--- src/rtl/quad_pkg.sv ---
// Shared definitions for the quadcopter command path.
// Contents: opcode constants, positive-acknowledge byte, frame-state enum,
// and the packed command/data payload held by the frame receiver.
package quad_pkg;

  // Opcodes carried in the first byte of a command frame
  localparam logic [7:0] SET_PTCH  = 8'h02;
  localparam logic [7:0] SET_ROLL  = 8'h03;
  localparam logic [7:0] SET_YAW   = 8'h04;
  localparam logic [7:0] SET_THRST = 8'h05;
  localparam logic [7:0] CALIBRATE = 8'h06;
  localparam logic [7:0] EMER_LAND = 8'h07;
  localparam logic [7:0] MTRS_OFF  = 8'h08;

  // Positive acknowledge response byte
  localparam logic [7:0] POS_ACK = 8'hA5;

  // Position within a 3-byte command frame
  typedef enum logic [1:0] {
    CMD  = 2'd0,
    HIGH = 2'd1,
    LOW  = 2'd2
  } frame_state_e;

  // Decoded frame payload presented to the command configuration unit
  typedef struct packed {
    logic [7:0]  cmd;
    logic [15:0] data;
  } cmd_frame_t;

endpackage

--- src/rtl/uart_comm_if.sv ---
// Command/response handshake between uart_comm and the command unit.
// slave  : uart_comm side (drives cmd_rdy, cmd, data, resp_sent)
// master : command-unit side (drives clr_cmd_rdy, resp, send_resp)
interface uart_comm_if;

  logic        cmd_rdy;
  logic [7:0]  cmd;
  logic [15:0] data;
  logic        clr_cmd_rdy;
  logic [7:0]  resp;
  logic        send_resp;
  logic        resp_sent;

  modport master (
    input  cmd_rdy, cmd, data, resp_sent,
    output clr_cmd_rdy, resp, send_resp
  );

  modport slave (
    output cmd_rdy, cmd, data, resp_sent,
    input  clr_cmd_rdy, resp, send_resp
  );

endinterface

--- src/rtl/uart_xcvr.sv ---
// 8N1 UART transceiver with independent RX and TX engines.
// Ports: clk, rst_n; RX (async serial in), TX (serial out);
//        rx_rdy/rx_byte (one-cycle pulse per good byte);
//        trmt/tx_data (start a transmission), tx_done (pulse at end of stop
//        bit), tx_busy (frame in progress).
module uart_xcvr
  import quad_pkg::*;
#(
  parameter int unsigned BAUD_CNT = 2604
) (
  input  logic       clk,
  input  logic       rst_n,
  input  logic       RX,
  output logic       TX,
  output logic       rx_rdy,
  output logic [7:0] rx_byte,
  input  logic       trmt,
  input  logic [7:0] tx_data,
  output logic       tx_done,
  output logic       tx_busy
);

  localparam int unsigned CNT_W = $clog2(BAUD_CNT);
  // First sample lands BAUD_CNT/2 clocks after the synchronized edge; two of
  // those clocks are spent detecting the edge and loading the counter.
  localparam logic [CNT_W-1:0] HALF_LOAD = CNT_W'(BAUD_CNT / 2 - 2);
  localparam logic [CNT_W-1:0] FULL_LOAD = CNT_W'(BAUD_CNT - 1);
  localparam logic [3:0]       LAST_BIT  = 4'd9;

  // ---------------- RX engine ----------------
  logic [2:0]       rx_sync_q, rx_sync_d;
  logic             rx_busy_q, rx_busy_d;
  logic [CNT_W-1:0] rx_cnt_q, rx_cnt_d;
  logic [3:0]       rx_bit_q, rx_bit_d;
  logic [7:0]       rx_shift_q, rx_shift_d;
  logic             rx_rdy_q, rx_rdy_d;
  logic [7:0]       rx_byte_q, rx_byte_d;
  logic             rx_line, rx_prev;

  // [0],[1] form the synchronizer; [2] is the previous synchronized value
  assign rx_line = rx_sync_q[1];
  assign rx_prev = rx_sync_q[2];

  // Bit index 0 = start, 1..8 = data LSB first, 9 = stop
  always_comb begin
    rx_sync_d  = {rx_sync_q[1:0], RX};
    rx_busy_d  = rx_busy_q;
    rx_cnt_d   = rx_cnt_q;
    rx_bit_d   = rx_bit_q;
    rx_shift_d = rx_shift_q;
    rx_rdy_d   = 1'b0;
    rx_byte_d  = rx_byte_q;
    if (!rx_busy_q) begin
      if (rx_prev && !rx_line) begin
        rx_busy_d = 1'b1;
        rx_cnt_d  = HALF_LOAD;
        rx_bit_d  = 4'd0;
      end
    end else if (rx_cnt_q != '0) begin
      rx_cnt_d = rx_cnt_q - CNT_W'(1);
    end else begin
      rx_cnt_d = FULL_LOAD;
      if (rx_bit_q == LAST_BIT) begin
        rx_busy_d = 1'b0;
        if (rx_line) begin
          rx_rdy_d  = 1'b1;
          rx_byte_d = rx_shift_q;
        end
      end else begin
        if (rx_bit_q != 4'd0) rx_shift_d = {rx_line, rx_shift_q[7:1]};
        rx_bit_d = rx_bit_q + 4'd1;
      end
    end
  end

  always_ff @(posedge clk or negedge rst_n) begin
    if (!rst_n) begin
      rx_sync_q  <= 3'b111;
      rx_busy_q  <= 1'b0;
      rx_cnt_q   <= '0;
      rx_bit_q   <= 4'd0;
      rx_shift_q <= 8'h00;
      rx_rdy_q   <= 1'b0;
      rx_byte_q  <= 8'h00;
    end else begin
      rx_sync_q  <= rx_sync_d;
      rx_busy_q  <= rx_busy_d;
      rx_cnt_q   <= rx_cnt_d;
      rx_bit_q   <= rx_bit_d;
      rx_shift_q <= rx_shift_d;
      rx_rdy_q   <= rx_rdy_d;
      rx_byte_q  <= rx_byte_d;
    end
  end

  assign rx_rdy  = rx_rdy_q;
  assign rx_byte = rx_byte_q;

  // ---------------- TX engine ----------------
  logic             tx_q, tx_d;
  logic             tx_busy_q, tx_busy_d;
  logic [CNT_W-1:0] tx_cnt_q, tx_cnt_d;
  logic [3:0]       tx_bit_q, tx_bit_d;
  logic [8:0]       tx_shift_q, tx_shift_d;
  logic             tx_done_q, tx_done_d;

  // The start bit goes straight to the line register; the shifter holds the
  // remaining data bits plus stop bit.
  always_comb begin
    tx_d       = tx_q;
    tx_busy_d  = tx_busy_q;
    tx_cnt_d   = tx_cnt_q;
    tx_bit_d   = tx_bit_q;
    tx_shift_d = tx_shift_q;
    tx_done_d  = 1'b0;
    if (!tx_busy_q) begin
      if (trmt) begin
        tx_busy_d  = 1'b1;
        tx_d       = 1'b0;
        tx_shift_d = {1'b1, tx_data};
        tx_cnt_d   = FULL_LOAD;
        tx_bit_d   = 4'd0;
      end
    end else if (tx_cnt_q != '0) begin
      tx_cnt_d = tx_cnt_q - CNT_W'(1);
    end else begin
      tx_cnt_d = FULL_LOAD;
      if (tx_bit_q == LAST_BIT) begin
        tx_busy_d = 1'b0;
        tx_d      = 1'b1;
        tx_done_d = 1'b1;
      end else begin
        tx_d       = tx_shift_q[0];
        tx_shift_d = {1'b1, tx_shift_q[8:1]};
        tx_bit_d   = tx_bit_q + 4'd1;
      end
    end
  end

  always_ff @(posedge clk or negedge rst_n) begin
    if (!rst_n) begin
      tx_q       <= 1'b1;
      tx_busy_q  <= 1'b0;
      tx_cnt_q   <= '0;
      tx_bit_q   <= 4'd0;
      tx_shift_q <= 9'h1FF;
      tx_done_q  <= 1'b0;
    end else begin
      tx_q       <= tx_d;
      tx_busy_q  <= tx_busy_d;
      tx_cnt_q   <= tx_cnt_d;
      tx_bit_q   <= tx_bit_d;
      tx_shift_q <= tx_shift_d;
      tx_done_q  <= tx_done_d;
    end
  end

  assign TX      = tx_q;
  assign tx_done = tx_done_q;
  assign tx_busy = tx_busy_q;

endmodule

--- src/rtl/uart_comm.sv ---
// Serial front end: assembles 3-byte command frames from RX into cmd/data
// with a cmd_rdy flag, and sends the requested response byte on TX.
// Ports: clk, rst_n; RX, TX (serial pins);
//        bus (slave): cmd_rdy, cmd, data, clr_cmd_rdy, resp, send_resp,
//        resp_sent.
module uart_comm
  import quad_pkg::*;
#(
  parameter int unsigned BAUD_CNT = 2604
) (
  input  logic        clk,
  input  logic        rst_n,
  input  logic        RX,
  output logic        TX,
  uart_comm_if.slave  bus
);

  logic         rx_rdy;
  logic [7:0]   rx_byte;
  logic         tx_done;
  logic         tx_busy;

  logic         trmt_q, trmt_d;
  logic [7:0]   tx_data_q, tx_data_d;
  frame_state_e state_q, state_d;
  logic [7:0]   temp_q, temp_d;
  cmd_frame_t   frame_q, frame_d;
  logic         cmd_rdy_q, cmd_rdy_d;

  uart_xcvr #(.BAUD_CNT(BAUD_CNT)) u_xcvr (
    .clk     (clk),
    .rst_n   (rst_n),
    .RX      (RX),
    .TX      (TX),
    .rx_rdy  (rx_rdy),
    .rx_byte (rx_byte),
    .trmt    (trmt_q),
    .tx_data (tx_data_q),
    .tx_done (tx_done),
    .tx_busy (tx_busy)
  );

  // Frame assembly; a set of cmd_rdy overrides a same-cycle clear
  always_comb begin
    state_d   = state_q;
    temp_d    = temp_q;
    frame_d   = frame_q;
    cmd_rdy_d = cmd_rdy_q;
    if (bus.clr_cmd_rdy) cmd_rdy_d = 1'b0;
    if (rx_rdy) begin
      case (state_q)
        CMD: begin
          frame_d.cmd = rx_byte;
          cmd_rdy_d   = 1'b0;
          state_d     = HIGH;
        end
        HIGH: begin
          temp_d  = rx_byte;
          state_d = LOW;
        end
        LOW: begin
          frame_d.data = {temp_q, rx_byte};
          cmd_rdy_d    = 1'b1;
          state_d      = CMD;
        end
        default: state_d = CMD;
      endcase
    end
  end

  // Response request capture; requests while the transmitter is busy drop
  always_comb begin
    trmt_d    = bus.send_resp & ~tx_busy;
    tx_data_d = trmt_d ? bus.resp : tx_data_q;
  end

  always_ff @(posedge clk or negedge rst_n) begin
    if (!rst_n) begin
      state_q   <= CMD;
      temp_q    <= 8'h00;
      frame_q   <= '0;
      cmd_rdy_q <= 1'b0;
      trmt_q    <= 1'b0;
      tx_data_q <= 8'h00;
    end else begin
      state_q   <= state_d;
      temp_q    <= temp_d;
      frame_q   <= frame_d;
      cmd_rdy_q <= cmd_rdy_d;
      trmt_q    <= trmt_d;
      tx_data_q <= tx_data_d;
    end
  end

  assign bus.cmd_rdy   = cmd_rdy_q;
  assign bus.cmd       = frame_q.cmd;
  assign bus.data      = frame_q.data;
  assign bus.resp_sent = tx_done;

endmodule

--- src/flat_wrapper.sv ---
// flat-port wrapper written by rule: the top's interface ports become plain ports
module uart_comm_flat import quad_pkg::*;
#(
  parameter int unsigned BAUD_CNT = 2604
)
  (clk, rst_n, RX, TX, bus_cmd_rdy, bus_cmd, bus_data, bus_resp_sent, bus_clr_cmd_rdy, bus_resp, bus_send_resp);
  uart_comm_if bus_i ();
  input  logic clk;
  input  logic rst_n;
  input  logic RX;
  output logic TX;
  output wire logic [$bits(bus_i.cmd_rdy)-1:0] bus_cmd_rdy;
  output wire logic [$bits(bus_i.cmd)-1:0] bus_cmd;
  output wire logic [$bits(bus_i.data)-1:0] bus_data;
  output wire logic [$bits(bus_i.resp_sent)-1:0] bus_resp_sent;
  input wire logic [$bits(bus_i.clr_cmd_rdy)-1:0] bus_clr_cmd_rdy;
  input wire logic [$bits(bus_i.resp)-1:0] bus_resp;
  input wire logic [$bits(bus_i.send_resp)-1:0] bus_send_resp;
  assign bus_cmd_rdy = bus_i.cmd_rdy;
  assign bus_cmd = bus_i.cmd;
  assign bus_data = bus_i.data;
  assign bus_resp_sent = bus_i.resp_sent;
  assign bus_i.clr_cmd_rdy = bus_clr_cmd_rdy;
  assign bus_i.resp = bus_resp;
  assign bus_i.send_resp = bus_send_resp;
  uart_comm #(.BAUD_CNT(BAUD_CNT)) u_core (.clk(clk), .rst_n(rst_n), .RX(RX), .TX(TX), .bus(bus_i));
endmodule
--- config.mk ---
export PLATFORM = sky130hd
export DESIGN_NAME = uart_comm_flat
export DESIGN_NICKNAME = d
export VERILOG_FILES = /design/src/rtl/quad_pkg.sv /design/src/rtl/uart_comm_if.sv /design/src/rtl/uart_xcvr.sv /design/src/rtl/uart_comm.sv /design/src/flat_wrapper.sv
export SDC_FILE = /design/constraint.sdc
export NUM_CORES = 1
export LEC_CHECK = 0
export CORE_AREA = 2 2 129 131
export CTS_CLUSTER_DIAMETER = 100
export CTS_CLUSTER_SIZE = 8
export DETAILED_ROUTE_END_ITERATION = 8
export DIE_AREA = 0 0 131 133
export SLEW_MARGIN = 20
export SYNTH_ARGS = -nofsm -noshare
export SYNTH_HDL_FRONTEND = slang
export SYNTH_SLANG_ARGS = --single-unit
--- constraint.sdc ---
create_clock -name clk -period 3.37 [get_ports clk]
set_clock_uncertainty 0.2 [all_clocks]
set_input_delay 0.337 -clock clk [delete_from_list [all_inputs] [get_ports clk]]
set_output_delay 0.337 -clock clk [all_outputs]
set_load 0.01 [all_outputs]
# After elaboration in Yosys (flattened, before gate mapping)
# Cells that the tools add are included.
[classes] addsub=4 n_eq_ne=8 muxes=41 n_bitwise=4 n_reduce_logical=16
[ops] operator="$mux 12" n=6
[ops] operator="$mux 9" n=4
[ops] operator="$mux 4" n=8
[ops] operator="$reduce_bool 12->1" n=2
[ops] operator="$sub 12x1->12 const B" n=2
[ops] operator="$mux 1" n=21
[ops] operator="$add 4x1->4 const B" n=2
[ops] operator="$eq 4x4->1 const B" n=2
[ops] operator="$ne 2x2->1 const B" n=4
[ops] operator="$reduce_and 2->1" n=4
[ops] operator="$reduce_and 4->1" n=2
[ops] operator="$reduce_and 3->1" n=2
[ops] operator="$pmux 2 s2" n=1
[ops] operator="$reduce_bool 2->1" n=2
[ops] operator="$reduce_bool 4->1" n=1
[ops] operator="$not 1->1" n=3
[ops] operator="$eq 2x1->1 const B" n=1
[ops] operator="$eq 2x2->1 const B" n=1
[ops] operator="$logic_not 2->1" n=1
[ops] operator="$pmux 1 s2" n=1
[ops] operator="$and 1x1->1" n=1
[ops] operator="$logic_and 1x1->1" n=1
[ops] operator="$logic_not 1->1" n=1
[totals] reg_bits=109 in_bits=13 output_inout_bits=27 wordCells=93

# Depth between registers and ports, before layout
[depth] ltp_word=4 depth_mapped=8 depth_no_buf=6

# Hierarchy
# From an unflattened synthesis, not the netlist that was laid out.
[hier_totals] hier_cells=400 area_unflattened_um2=4848.4
[modules_own_cells] mod="uart_xcvr" instances=1 cells_per_inst=303 area_per_inst_um2=3196.8
[modules_own_cells] mod="uart_comm" instances=1 cells_per_inst=97 area_per_inst_um2=1651.6

# Worst setup path before layout
# Ideal clock, no wire load.
[synth_timing] path_kind="register to register" from="reg u_core.u_xcvr.tx_cnt_q[0]" to="reg u_core.u_xcvr.tx_shift_q[0]" setup_ns=0.081 arrival_ns=2.071 slack_ns=1.018 path_stages_with_launch=8 n_path_buf=1 synth_period_minus_slack_ns=2.352 path_cell_list="dfrtp_1 inv_1 ha_1 or4b_4 or3b_1 or2_0 buf_2 o221a_1"
[synth_via] elab_chain_cells=3
[synth_lines] element="from (decl)" line="uart_xcvr.sv:102" rtl="logic [CNT_W-1:0] tx_cnt_q, tx_cnt_d;"
[synth_lines] element="from (signal assigned)" line="uart_xcvr.sv:151" rtl="tx_cnt_q <= tx_cnt_d;"
[synth_lines] element="$reduce_bool 12->1" line="uart_xcvr.sv:124" rtl="end else if (tx_cnt_q != '0) begin"
[synth_lines] element="$ne 2x2->1 (no source line)"
[synth_lines] element="$reduce_and 3->1 (no source line)"
[synth_lines] element="to (signal assigned)" line="uart_xcvr.sv:153" rtl="tx_shift_q <= tx_shift_d;"
[synth_lines] element="to (decl)" line="uart_xcvr.sv:104" rtl="logic [8:0] tx_shift_q, tx_shift_d;"
# Every way passes these cells.
# A chain may end at the register's enable or synchronous reset.

# Worst setup path in the final report
[layout_timing] from="reg u_core.u_xcvr.tx_cnt_q[0]" to="reg u_core.u_xcvr.tx_shift_q[3]"
# The elaborated chain is that of the path after synthesis.

==> out/results.txt <==
status - complete, no violations
max FFs per register - 16
synthesized net count - 404
setup TNS - 0 ns
Worst Max-Slew Pin Slew - 0.811 ns
Max Clk Rate - 387 MHz
register area share after synthesis - 57.7%
CTS tree - yes
largest incremental delay on the critical path - 0.49 ns
CTS buffer count - 9
area added between synthesis and finish - 21.0%
# rows - 47
WS Path Type - reg -> reg
Hold Worst Slack - 0.157 ns
first-pass GRT wire length - 15400 um
Final Hold Viols - 0
Max IR drop VDD - 0.349 mV
vias per inst - 4.73
CP max FO - 10
die area - 17400 sq um
CTS root buf - clkbuf_16
wire per inst - 13.8 um
Core Region - 16200 sq um
Nets - 447
PD cells - 586 nW/um^2
CTS clk-pin slew, worst paths - 0.08 ns
synthesized area - 4710 sq um
H-Tree Depth - 3
post-CTS resize count - 0
vias in the first global route - 2964
syn_area_per_cell - 12.3 sq um
Tcrit/Tclk final - 76.7%
clock sink count - 108
die span in x - 131 um
total number of vias - 3075
I/O Buffers - 39
Slowest cell on crit path - or4b_4
Yosys reg bits - 108
Post-synth EDFFs - 0
layout cell share with drive strength beyond 1 - 24.2%
arrival time worst endpoint - 2.67 ns
drt pass-1 iters - 4
grt ovf - 0
unrepaired setup endpoints after global routing - false
Ports - 40
Worst-Skew Late Latency - 0.36 ns
crit path cell chain - inv_1 > ha_1 > or4b_4 > or3b_1 > or2_0 > o221a_1
Setup Viol. Count Final - 0
Tmin final - 2.59 ns
DR iter-0 viols - 195
max_cap viols - 0
Yosys cell types - 52
Starting Density - 29.1%
max_slew headroom - 45.8%
hpwl dp - 6300 um
DRC violations left - 0
HP Class - reg -> reg
post-route ant nets - 0
initial antenna violation count - 0
Die Ht - 133 um
ys flop type - dfrtp_1
Total GRT Usage - 10.9%
clk buf depth - 2
Synth async-reset ratio - 100%
Core Util, Final - 35.2%
Total Routed Length - 8990 um
Synth Instances - 382
Synth Warn # - 0
Setup crit start kind - flip-flop
n_diodes - 0
WP data required - 3.45 ns
GP Congestion - 0.774
final slew viol count - 0
CP endpoint kind - flip-flop
P_leak - 2.49 nW
largest net degree at the start of global routing - 63
[synth_stat cells (all sizes together) (4+ instances only)]
cell type  instances  share of area, %
inv               16               1.3
or4                6              0.96
xnor2              5              0.93
nand2b             4              0.53
nand3             15               1.6
nor4               6               1.1
mux2i              4              0.85
a21oi             12               1.3
dfstp             12               6.7
or3                5              0.66
dfrtp             96                51
nand2             23               1.8
o221a              7               1.7
nand4              4              0.53
or2               10               1.3
clkbuf             9              0.72
mux2              57                14
nor2              16               1.3
o21ai             12               1.4
nor3              13               1.4
ha                 9               2.4
[repair_timing]
item | CTS | global route
hold endpoints to repair | 52 | 0
hold buffers | 1 | 0
buffers inserted | 0 | 0
endpoints found under the setup margin | 0 | 0
[cell type report]
type	instances	area [sq um]
Fill cell	1574	10500
Sequential cell	108	2720
Multi-Input combinational cell	247	1890
Timing Repair Buffer	43	433
Tap cell	220	275
Clock buffer	9	225
Clock inverter	7	100
Inverter	16	60.1
[worst max-delay path: cells and delay by family (launching register included)]
kind	cells	cell delay, ns
simple gates	3	1.30
compound gates	1	0.34
flops	1	0.39
buf+inv	1	0.14
fa+ha+maj	1	0.15
[worst paths after layout]
path	cells past startpoint	slack (ns)	end	startpoint
max	6	0.78	u_core.u_xcvr.tx_shift_q[3]	u_core.u_xcvr.tx_cnt_q[0]
min	0	0.16	u_core.u_xcvr.rx_sync_q[1]	u_core.u_xcvr.rx_sync_q[0]
max reg2reg	6	0.78	u_core.u_xcvr.tx_shift_q[3]	u_core.u_xcvr.tx_cnt_q[0]
min reg2reg	0	0.16	u_core.u_xcvr.rx_sync_q[1]	u_core.u_xcvr.rx_sync_q[0]
max in group asynchronous	3	1.79	u_core.u_xcvr.rx_sync_q[1]	rst_n
min in group asynchronous	2	0.42	u_core.u_xcvr.tx_bit_q[0]	rst_n
[metal layers]
| metal | track usage [%] | wire length [um] | up-vias |
|---|---|---|---|
| li1 | - | - | 1468 |
| met1 | 15.8 | 4360 | 1535 |
| met2 | 16.1 | 4210 | 62 |
| met3 | 2.67 | 308 | 10 |
| met4 | 3.31 | 111 | 0 |
| met5 | 0 | 0 | - |
[cells by family (layout without fill, tap and decap cells)]
kind of cell | Yosys count | count (layout) | share of synthesized area, %
flops | 108 | 108 | 57.7
fa+ha+maj | 9 | 9 | 2.39
buf+inv | 27 | 75 | 2.21
xor+xnor | 8 | 8 | 1.49
simple gates | 115 | 115 | 13.5
mux | 61 | 61 | 14.5
compound gates | 54 | 54 | 8.18
[cell usage in the layout, fill, tap and decap left out, drive strengths merged, types with 5 or more instances in the layout]
cell type,Yosys,routed
o221a,7,7
nor2,16,16
mux2,57,57
or2,10,10
or3,5,5
or4,6,6
dfrtp,96,96
a21oi,12,12
nor3,13,13
ha,9,9
clkbuf,9,9
xnor2,5,5
nand3,15,15
o21ai,12,12
dfstp,12,12
inv,16,20
nor4,6,6
nand2,23,23
clkdlybuf4s50,0,38
[metrics by stage]
stage / cell area (sq um) / cells / setup WS, ns / power, W
floorplan: 4710 / 382 / 1.02 / 0.00206
global placement: 5360 / 633 / 0.854 / 0.00220
detailed placement: 5360 / 633 / 0.786 / 0.00224
CTS: 5700 / 650 / 0.778 / 0.00337
global route: 5700 / 650 / 0.673 / 0.00352
finish: 5700 / 650 / 0.785 / 0.00334
[power breakdown]
part / internal [W] / switching [W] / total (W)
clock: 0.000603 / 0.000521 / 0.00112
sequential: 0.00150 / 0.000195 / 0.00170
combinational: 0.000247 / 0.000274 / 0.000521
total: 0.00235 / 0.000989 / 0.00334
(Power assumes the default switching activity.)
